--- src/rtl/calc_pkg.sv ---
// Shared definitions for the calculator sequencing controller: key codes,
// ALU operation encodings, controller states and the operand range limit.
// Optional feature macro used by calc_ctrl: CALC_CHAIN_EN (operator chaining).
package calc_pkg;

  localparam int DIGITS = 4;
  localparam int W      = 16;
  localparam int CNT_W  = $clog2(DIGITS + 1);

  localparam logic [3:0] KEY_ADD = 4'd10;
  localparam logic [3:0] KEY_SUB = 4'd11;
  localparam logic [3:0] KEY_MUL = 4'd12;
  localparam logic [3:0] KEY_DIV = 4'd13;
  localparam logic [3:0] KEY_EQ  = 4'd14;
  localparam logic [3:0] KEY_CLR = 4'd15;

  localparam logic [1:0] OP_ADD = 2'b00;
  localparam logic [1:0] OP_SUB = 2'b01;
  localparam logic [1:0] OP_MUL = 2'b10;
  localparam logic [1:0] OP_DIV = 2'b11;

  typedef enum logic [2:0] {
    ST_ENTER_A = 3'd0,
    ST_ENTER_B = 3'd1,
    ST_EXEC    = 3'd2,
    ST_SHOW    = 3'd3,
    ST_ERR     = 3'd4
  } calc_state_e;

  // Largest value representable with the given number of decimal digits.
  function automatic int unsigned max_val(input int digits);
    int unsigned v;
    v = 1;
    for (int i = 0; i < digits; i++) v = v * 10;
    return v - 1;
  endfunction

  localparam int unsigned MAX_VAL = max_val(DIGITS);

  // Map an operator key code onto the ALU operation encoding.
  function automatic logic [1:0] key_to_op(input logic [3:0] k);
    logic [1:0] op;
    case (k)
      KEY_SUB: op = OP_SUB;
      KEY_MUL: op = OP_MUL;
      KEY_DIV: op = OP_DIV;
      default: op = OP_ADD;
    endcase
    return op;
  endfunction

endpackage

--- src/rtl/calc_operand_acc.sv ---
// Decimal operand accumulator: holds the operand currently being typed and
// its count of significant digits. Leading zeros do not count, and digits
// beyond DIGITS are dropped. set_value loads a single-digit value directly.
module calc_operand_acc import calc_pkg::*; (
  input  logic         clk,
  input  logic         rst_n,
  input  logic         load_digit,
  input  logic [3:0]   digit,
  input  logic         clear,
  input  logic         set_value,
  input  logic [W-1:0] set_val,
  output logic [W-1:0] value
);

  logic [CNT_W-1:0] count;
  logic [W-1:0]     value_x10;

  // x*10 as shift-and-add so no multiplier is implied.
  assign value_x10 = (value << 3) + (value << 1);

  // Operand and digit-count register; clear beats set beats digit entry.
  always_ff @(posedge clk or negedge rst_n) begin
    if (!rst_n) begin
      value <= '0;
      count <= '0;
    end else if (clear) begin
      value <= '0;
      count <= '0;
    end else if (set_value) begin
      value <= set_val;
      count <= (set_val != '0) ? CNT_W'(1) : '0;
    end else if (load_digit && (count != CNT_W'(DIGITS))) begin
      value <= value_x10 + {{(W-4){1'b0}}, digit};
      if ((value != '0) || (digit != 4'd0)) count <= count + 1'b1;
    end
  end

endmodule

--- src/rtl/calc_ctrl.sv ---
// Calculator sequencing controller. Assembles two decimal operands from key
// events, starts an external multi-cycle ALU on '=', and drives the display.
// Optional feature: define CALC_CHAIN_EN to let an operator key after a
// complete expression (or in SHOW) continue the calculation from the result.
//
// Handshakes: key_valid is a one-cycle event with key_code valid alongside it
// and no back-pressure (keys arriving when they cannot be used are dropped).
// alu_start is a one-cycle request; alu_op/alu_a/alu_b hold until alu_done,
// a one-cycle response carrying alu_result/alu_err in the same cycle.
module calc_ctrl import calc_pkg::*; (
  input  logic           clk,
  input  logic           rst_n,
  input  logic           key_valid,
  input  logic [3:0]     key_code,
  output logic           alu_start,
  output logic [1:0]     alu_op,
  output logic [W-1:0]   alu_a,
  output logic [W-1:0]   alu_b,
  input  logic           alu_done,
  input  logic [2*W-1:0] alu_result,
  input  logic           alu_err,
  output logic [W-1:0]   disp_value,
  output logic           disp_neg,
  output logic           disp_err,
  output logic           busy,
  output logic [2:0]     dbg_state
);

  calc_state_e state, state_n;

  logic [W-1:0] a_reg, a_val, acc_value, res_mag;
  logic [1:0]   op_reg, op_val;
  logic         res_neg, b_seen, clr_pend, started;

  logic acc_load, acc_clear, acc_set, a_ld, op_ld, b_digit;
  logic clr_all, clr_pend_set, res_ld;

`ifdef CALC_CHAIN_EN
  logic       chain_pend, exec_enter, chain_arm;
  logic [1:0] next_op;
`endif

  logic is_digit, is_op, is_eq, is_clr;
  assign is_digit = key_valid && (key_code <= 4'd9);
  assign is_op    = key_valid && (key_code >= KEY_ADD) && (key_code <= KEY_DIV);
  assign is_eq    = key_valid && (key_code == KEY_EQ);
  assign is_clr   = key_valid && (key_code == KEY_CLR);

  // Result magnitude and sign; a magnitude above MAX_VAL is a display error.
  logic [2*W-1:0] res_abs;
  logic           res_sign, res_bad;
  assign res_sign = alu_result[2*W-1];
  assign res_abs  = res_sign ? (~alu_result + 1'b1) : alu_result;
  assign res_bad  = alu_err || (res_abs > (2*W)'(MAX_VAL));

  // Single accumulator, steered: it holds A in ENTER_A and B afterwards.
  calc_operand_acc u_acc (
    .clk        (clk),
    .rst_n      (rst_n),
    .load_digit (acc_load),
    .digit      (key_code),
    .clear      (acc_clear || clr_all),
    .set_value  (acc_set),
    .set_val    ({{(W-4){1'b0}}, key_code}),
    .value      (acc_value)
  );

  // State register.
  always_ff @(posedge clk or negedge rst_n) begin
    if (!rst_n) state <= ST_ENTER_A;
    else        state <= state_n;
  end

  // Next-state and datapath-strobe decode from the current key / ALU event.
  always_comb begin
    state_n      = state;
    acc_load     = 1'b0;
    acc_clear    = 1'b0;
    acc_set      = 1'b0;
    a_ld         = 1'b0;
    a_val        = acc_value;
    op_ld        = 1'b0;
    op_val       = key_to_op(key_code);
    b_digit      = 1'b0;
    clr_all      = 1'b0;
    clr_pend_set = 1'b0;
    res_ld       = 1'b0;
`ifdef CALC_CHAIN_EN
    exec_enter   = 1'b0;
    chain_arm    = 1'b0;
`endif
    case (state)
      ST_ENTER_A: begin
        if (is_digit) acc_load = 1'b1;
        else if (is_op) begin
          a_ld      = 1'b1;
          op_ld     = 1'b1;
          acc_clear = 1'b1;
          state_n   = ST_ENTER_B;
        end else if (is_clr) clr_all = 1'b1;
      end
      ST_ENTER_B: begin
        if (is_digit) begin
          acc_load = 1'b1;
          b_digit  = 1'b1;
        end else if (is_op) begin
          if (!b_seen) op_ld = 1'b1;
`ifdef CALC_CHAIN_EN
          else begin
            exec_enter = 1'b1;
            chain_arm  = 1'b1;
            state_n    = ST_EXEC;
          end
`endif
        end else if (is_eq) begin
`ifdef CALC_CHAIN_EN
          exec_enter = 1'b1;
`endif
          state_n = ST_EXEC;
        end else if (is_clr) clr_all = 1'b1;
      end
      ST_EXEC: begin
        if (alu_done) begin
          if (clr_pend) clr_all = 1'b1;
          else if (res_bad) state_n = ST_ERR;
`ifdef CALC_CHAIN_EN
          else if (chain_pend && !res_sign) begin
            a_ld      = 1'b1;
            a_val     = res_abs[W-1:0];
            op_ld     = 1'b1;
            op_val    = next_op;
            acc_clear = 1'b1;
            state_n   = ST_ENTER_B;
          end
`endif
          else begin
            res_ld  = 1'b1;
            state_n = ST_SHOW;
          end
        end else if (is_clr) clr_pend_set = 1'b1;
      end
      ST_SHOW: begin
        if (is_digit) begin
          acc_set = 1'b1;
          state_n = ST_ENTER_A;
        end
`ifdef CALC_CHAIN_EN
        else if (is_op && !res_neg) begin
          a_ld      = 1'b1;
          a_val     = res_mag;
          op_ld     = 1'b1;
          acc_clear = 1'b1;
          state_n   = ST_ENTER_B;
        end
`endif
        else if (is_clr) clr_all = 1'b1;
      end
      ST_ERR: begin
        if (is_clr) clr_all = 1'b1;
      end
      default: clr_all = 1'b1;
    endcase
    if (clr_all) state_n = ST_ENTER_A;
  end

  // Operand A, operator, result and bookkeeping flags.
  always_ff @(posedge clk or negedge rst_n) begin
    if (!rst_n) begin
      a_reg    <= '0;
      op_reg   <= OP_ADD;
      res_mag  <= '0;
      res_neg  <= 1'b0;
      b_seen   <= 1'b0;
      clr_pend <= 1'b0;
      started  <= 1'b0;
`ifdef CALC_CHAIN_EN
      chain_pend <= 1'b0;
      next_op    <= OP_ADD;
`endif
    end else begin
      started <= (state == ST_EXEC);
      if (clr_all) begin
        a_reg    <= '0;
        op_reg   <= OP_ADD;
        res_mag  <= '0;
        res_neg  <= 1'b0;
        b_seen   <= 1'b0;
        clr_pend <= 1'b0;
`ifdef CALC_CHAIN_EN
        chain_pend <= 1'b0;
`endif
      end else begin
        if (a_ld)  a_reg  <= a_val;
        if (op_ld) op_reg <= op_val;
        if (acc_clear)    b_seen <= 1'b0;
        else if (b_digit) b_seen <= 1'b1;
        if (res_ld) begin
          res_mag <= res_abs[W-1:0];
          res_neg <= res_sign;
        end
        if (clr_pend_set)           clr_pend <= 1'b1;
        else if (state != ST_EXEC)  clr_pend <= 1'b0;
`ifdef CALC_CHAIN_EN
        if (exec_enter) begin
          chain_pend <= chain_arm;
          if (chain_arm) next_op <= key_to_op(key_code);
        end
`endif
      end
    end
  end

  // Outputs: ALU request while executing, display chosen by state.
  always_comb begin
    busy       = (state == ST_EXEC);
    alu_start  = busy && !started;
    alu_op     = op_reg;
    alu_a      = busy ? a_reg : '0;
    alu_b      = busy ? acc_value : '0;
    disp_value = '0;
    disp_neg   = 1'b0;
    disp_err   = 1'b0;
    case (state)
      ST_ENTER_A: disp_value = acc_value;
      ST_ENTER_B,
      ST_EXEC:    disp_value = b_seen ? acc_value : a_reg;
      ST_SHOW: begin
        disp_value = res_mag;
        disp_neg   = res_neg;
      end
      ST_ERR:     disp_err = 1'b1;
      default:    disp_value = '0;
    endcase
    dbg_state = state;
  end

endmodule

--- config.mk ---
export PLATFORM = sky130hd
export DESIGN_NAME = calc_ctrl
export DESIGN_NICKNAME = d
export VERILOG_FILES = /design/src/rtl/calc_pkg.sv /design/src/rtl/calc_operand_acc.sv /design/src/rtl/calc_ctrl.sv
export SDC_FILE = /design/constraint.sdc
export NUM_CORES = 1
export LEC_CHECK = 0
export ABC_AREA = 1
export CORE_UTILIZATION = 52
export DETAILED_ROUTE_END_ITERATION = 10
export PLACE_DENSITY = 0.83
export SLEW_MARGIN = 10
export SYNTH_ARGS = -nofsm -noshare
export SYNTH_HDL_FRONTEND = slang
export SYNTH_HIERARCHICAL = 1
export SYNTH_SLANG_ARGS = --single-unit
--- constraint.sdc ---
create_clock -name clk -period 3.5 [get_ports clk]
set_input_delay 0.525 -clock clk [delete_from_list [all_inputs] [get_ports clk]]
set_output_delay 0.525 -clock clk [all_outputs]
set_load 0.01 [all_outputs]
# Word-level counts from Yosys, hierarchy flattened
# Index checks and enable logic that the tools add are counted.
[totals]
register_bits = 60
latch_bits = 0
mem_bits_rw = 0
mem_bits_ro = 0
in_bits = 41
word_cells = 133
memories = 0
[op_classes]
addsub = 4
multipliers = 0
n_div = 0
order_cmp = 4
eq_ne = 19
shift = 0
n_mux = 68
bitwise_logic = 1
n_reduce_logical = 27
[ops]
columns = ["operator", "n"]
rows = [
  ["2-to-1 mux 16 bit", 10],
  ["case mux 16 bit (3 select lines)", 1],
  ["2-to-1 mux 3 bit", 14],
  ["2-to-1 mux 1 bit", 36],
  ["adder 32 x 1 -> 32 bit, second input constant", 1],
  ["greater-than comparator 32 x 14 -> 1 bit, second input constant", 1],
  ["2-to-1 mux 32 bit", 1],
  ["inverter 32 bit", 1],
  ["nonzero test 16 bit", 2],
  ["inequality test 3 bit, second input constant", 7],
  ["equality test 4 bit, second input constant", 5],
  ["adder 16 bit", 1],
  ["adder 16 x 4 -> 16 bit", 1],
  ["case mux 3 bit (4 select lines)", 1],
  ["nonzero test 3 bit", 4],
  ["inequality test 3 x 2 -> 1 bit, second input constant", 3],
  ["AND reduction 9 bit", 1],
  ["less-or-equal comparator 4 bit, second input constant", 2],
  ["logical AND 1 bit", 7],
  ["equality test 3 x 2 -> 1 bit, second input constant", 2],
  ["case mux 2 bit (3 select lines)", 1],
  ["nonzero test 2 bit", 3],
  ["case mux 1 bit (5 select lines)", 1],
  ["nonzero test 5 bit", 1],
  ["12 further kinds", 16],
]

# Logic depth before layout (Yosys ltp)
[depth]
word_depth = 11
ltp_mapped = 19

# Modules after synthesis
# Netlist, hierarchy kept.
[modules_own_cells]
columns = ["module", "instances", "cells_each", "area_each_um2", "seq_area_each_um2"]
rows = [
  ["calc_ctrl", 1, 570, 3628.5, 1026.0],
  ["calc_operand_acc", 1, 331, 2107.0, 475.5],
]

# Worst setup path after synthesis
# No wires, ideal clock.
[synth_timing]
path_kind = "reg2reg"
from = "reg state[2], in the netlist dbg_state[2]"
to = "reg u_acc.value[0]"
arrival_ns = 2.744
slack_ns = 0.660
stages_incl_launch_ff = 15
cell_sequence = "dfrtp_1 > buf_4 > nor3_2 > nand3_1 > nand4_1 > a21oi_1 > nand2_1 > buf_4 > nor2_2 > nand2_4 > inv_2 > or2_1 > buf_6 > buf_6 > o32ai_2"
[synth_via]
word_cells_on_any_way = 15
[synth_lines]
columns = ["element", "line_no", "source"]
rows = [
  ["start: declaration", "calc_ctrl.sv:29", "calc_state_e state, state_n;"],
  ["start signal: assignment", "calc_ctrl.sv:71", "else state <= state_n;"],
  ["equality test 3 x 2 -> 1 bit *", "-", ""],
  ["named net busy", "calc_ctrl.sv:25", "output logic busy,"],
  ["case mux 1 bit (5 select lines) *", "calc_ctrl.sv:92", "case (state)"],
  ["logical OR 1 bit *", "calc_ctrl.sv:62", ".clear (acc_clear || clr_all),"],
  ["nonzero test 3 bit (no line) or 2-to-1 mux 16 bit (tied branches)", "-", ""],
  ["end signal: assignment", "calc_operand_acc.sv:30", "value <= set_val;"],
  ["end signal: assignment", "calc_operand_acc.sv:33", "value <= value_x10 + {{(W-4){1'b0}}, digit};"],
  ["end: declaration", "calc_operand_acc.sv:12", "output logic [W-1:0] value"],
]
# The timed path passes the listed nets; every way through them passes the cells marked *.
# A chain may end at the register's enable or synchronous reset.

# Worst setup path in the final report
[layout_timing]
from = "reg state[2], in the netlist dbg_state[2]"
to = "out disp_value[5]"
[layout_via]
elab_chain_len = 3
word_cells_on_any_way = 6
[layout_rtl]
columns = ["element", "line_no", "source"]
rows = [
  ["equality test 3 x 2 -> 1 bit or equality test 3 x 1 -> 1 bit (tied branches)", "calc_ctrl.sv:223", "case (state)"],
  ["OR reduction 2 bit", "calc_ctrl.sv:223", ""],
  ["case mux 16 bit (3 select lines) *", "calc_ctrl.sv:223", ""],
  ["end: declaration", "calc_ctrl.sv:22", "output logic [W-1:0] disp_value,"],
]
# Every way passes the cells marked *; elsewhere a longest branch is shown, timed or not.

==> impl_metrics.json <==
{
  "antenna_left": 0,
  "cts_resized": 0,
  "portBuffers": 97,
  "dieArea_um2": 11500,
  "post-route-min-period_ns": 3.26,
  "ys_warn_count": 6,
  "synthDistinctLibCells": 46,
  "synthCells": 901,
  "p_leak_nw": 3.56,
  "antenna_found_initial": 0,
  "start_kind": "register",
  "ir_worst_vdd_mv": 0.322,
  "finalNonFillerCells": 1162,
  "synth-seq-area-share": 0.262,
  "avgSynthCellArea_um2": 6.37,
  "routed-wl-met3_mm": 1.27,
  "power.density_nw_per_um2": 679,
  "status": "finished, final reports clean",
  "synth_edf_count": 0,
  "dp_hpwl_mm": 12.7,
  "wl_met1_mm": 7.19,
  "drc": 0,
  "row_count": 37,
  "fin_skew_ns": 0.0123,
  "fin_ws_ns": 0.241,
  "fmax_mhz": 307,
  "cts_tree": "done",
  "place_ws_ns": 0.300,
  "worstSetupPathType": "reg -> out",
  "drv_slew": 0,
  "cts_setup_buffers": 0,
  "firstDrtPassIters": 5,
  "root_buffer": "clkbuf_8",
  "path_delay_family": "buffers and inverters",
  "antenna_cells": 0,
  "hold_violations": 0,
  "numCtsBuffers": 9,
  "clk_pin_slew_ns": 0.07,
  "synth-main-ff-cell": "dfrtp_1",
  "dp.cells": 1146,
  "slowest_stage": "clkdlybuf4s50_1",
  "core_um2": 10500,
  "ys_async_sr_fraction": 1.00,
  "max_slew_margin": 0.386,
  "overflow": 0,
  "area_growth_pct": 23.9,
  "syn_area_um2": 5740,
  "tns_ns": 0,
  "first_iter_violations": 530,
  "worstSkewPairLatency_ns": 0.34,
  "die_h_um": 107,
  "drive_above_1_share": 0.0858,
  "holdCritPathClass": "in -> async",
  "max_stage_delay_ns": 0.60,
  "synth-seq-cells": 60,
  "crit_path_end_kind": "output pin",
  "grt_pass1_wl_mm": 26.6,
  "period_share": 0.931,
  "p_total_mw": 4.82,
  "gp_congestion": 0.905,
  "crit_arrival_ns": 2.73,
  "h-tree-depth": 3,
  "cts.sinks": 60,
  "dr_wl_met2_mm": 7.45,
  "start_util": 0.546,
  "cts_hold_buf": 0,
  "max_cap_violations": 0,
  "worst_slew_pin_slew_ns": 0.922,
  "worst_ep_required_time_ns": 2.97,
  "hold_slack_ns": 0.321,
  "track_usage": 0.293,
  "grt_max_degree": 42,
  "clk_path_buf_depth": 2,
  "route.vias.total": 6260,
  "io_pins": 98,
  "top_layer": "met4",
  "setup_violations": 0,
  "worst-path-buf-inv": 3,
  "wl_mm": 16.3,
  "post_drt_wl_per_cell_um": 14.0,
  "crit_fanout": 16,
  "first_global_vias": 5687,
  "crit_path_cell_trace": "nor2_1, inv_1, nor2_1, inv_1, nand2_1, a22oi_1, o21ai_0, clkdlybuf4s50_1",
  "vias_per_cell": 5.39,
  "rsz0062_at_grt": "false",
  "finalNetCount": 1093,
  "die_x_um": 107
}
==> per-layer routing <==
layer	vias to the layer above	global-route usage
li1	3102	-
met1	2848	0.401
met2	277	0.469
met3	33	0.0511
met4	0	0.0959
met5	-	0
==> layout make-up <==
| type | count | area, µm² |
|---|---|---|
| fillers | 939 | 3400 |
| multi-input cells | 692 | 3610 |
| clock inverters | 5 | 52.6 |
| repair buffers | 114 | 1090 |
| inverters | 144 | 543 |
| well taps | 136 | 170 |
| clock buffers | 11 | 131 |
| flip-flops and latches | 60 | 1500 |
==> worst register-to-register path, delay by kind of cell, from the launching register on <==
family,cells,cell delay [ns]
AOI/OAI and AO/OA,4,0.52
buffers and inverters,2,0.28
DFF,1,0.49
and+or+nand+nor,8,1.40
==> report_power, final <==
group / leakage [nW] / total (mW) / switching, mW / internal (mW)
Combinational: 2.66 / 3.05 / 1.88 / 1.17
Clock: 0.0931 / 0.601 / 0.275 / 0.326
Sequential: 0.805 / 1.17 / 0.272 / 0.902
==> final timing paths <==
path,startpoint,to,slack [ns],cells past startpoint
worst max-delay path,dbg_state[2]$_DFFE_PN0P_,disp_value[5],0.24,8
worst min-delay path,rst_n,u_acc/value[12]$_DFFE_PN0P_,0.32,1
worst max register to register,dbg_state[0]$_DFFE_PN0P_,u_acc/value[5]$_DFFE_PN0P_,0.70,14
worst min register to register,res_mag[14]$_DFFE_PN0P_,res_mag[14]$_DFFE_PN0P_,0.50,2
max in group asynchronous,rst_n,u_acc/value[4]$_DFFE_PN0P_,2.35,2
min in group clk,res_mag[14]$_DFFE_PN0P_,res_mag[14]$_DFFE_PN0P_,0.50,2
==> placed cells by master (no fill, tap or decap), types with 3 or more instances in the layout <==
master and count:
a21oi_1 14, a22oi_1 14, buf_4 17, clkbuf_8 9
clkdlybuf4s50_1 96, clkinv_2 3, conb_1 23, dfrtp_1 60
ha_1 29, inv_1 139, inv_2 3, nand2_1 221
nand2_2 13, nand3_1 72, nand3_2 8, nand3b_1 3
nand4_1 17, nor2_1 126, nor2_2 13, nor2_4 5
nor3_1 9, nor4_1 3, o21ai_0 58, o21ai_1 5
o22ai_1 19, or2_2 5, xnor2_1 5, xor2_1 11
==> cells by family after synthesis <==
group                      after synthesis  share of synthesized area
other                                    1                   0.000654
adders and majority gates               31                     0.0702
xor gates and xnor gates                16                     0.0244
buffers and inverters                  171                      0.123
DFF                                     60                      0.262
AOI/OAI and AO/OA                      119                      0.123
and+or+nand+nor                        503                      0.397
==> Yosys cell counts, types with 2 or more instances <==
cell / count / area (µm²)
o21ai_0: 58 / 290
o22ai_1: 19 / 119
o221ai_1: 2 / 17.5
buf_4: 4 / 30.0
nand2_1: 221 / 830
o21ai_1: 5 / 25.0
inv_1: 139 / 522
dfrtp_1: 60 / 1500
a21oi_1: 14 / 70.1
fa_1: 2 / 40.0
nor3_1: 9 / 45.0
a22oi_1: 14 / 105
o32ai_2: 2 / 32.5
nand2_2: 13 / 81.3
nand3_2: 8 / 80.1
nand2_4: 2 / 22.5
or2_2: 5 / 31.3
nor2_1: 126 / 473
xor2_1: 11 / 96.3
buf_2: 2 / 10.0
nand3_1: 72 / 360
nand4_1: 17 / 106
buf_6: 3 / 33.8
clkbuf_1: 16 / 60.1
o21bai_1: 2 / 15.0
inv_2: 3 / 11.3
nor4_1: 3 / 18.8
nor2_2: 13 / 81.3
nor2_4: 5 / 56.3
xnor2_1: 5 / 43.8
ha_1: 29 / 363
nand3b_1: 3 / 22.5
==> per-stage QoR <==
step,utilization,cell area [µm²]
finish,0.676,7100
global route,0.676,7100
CTS,0.676,7100
detailed placement,0.659,6920
global placement,0.659,6920
floorplan,-,5820
Power figures use the tool's default switching activity.
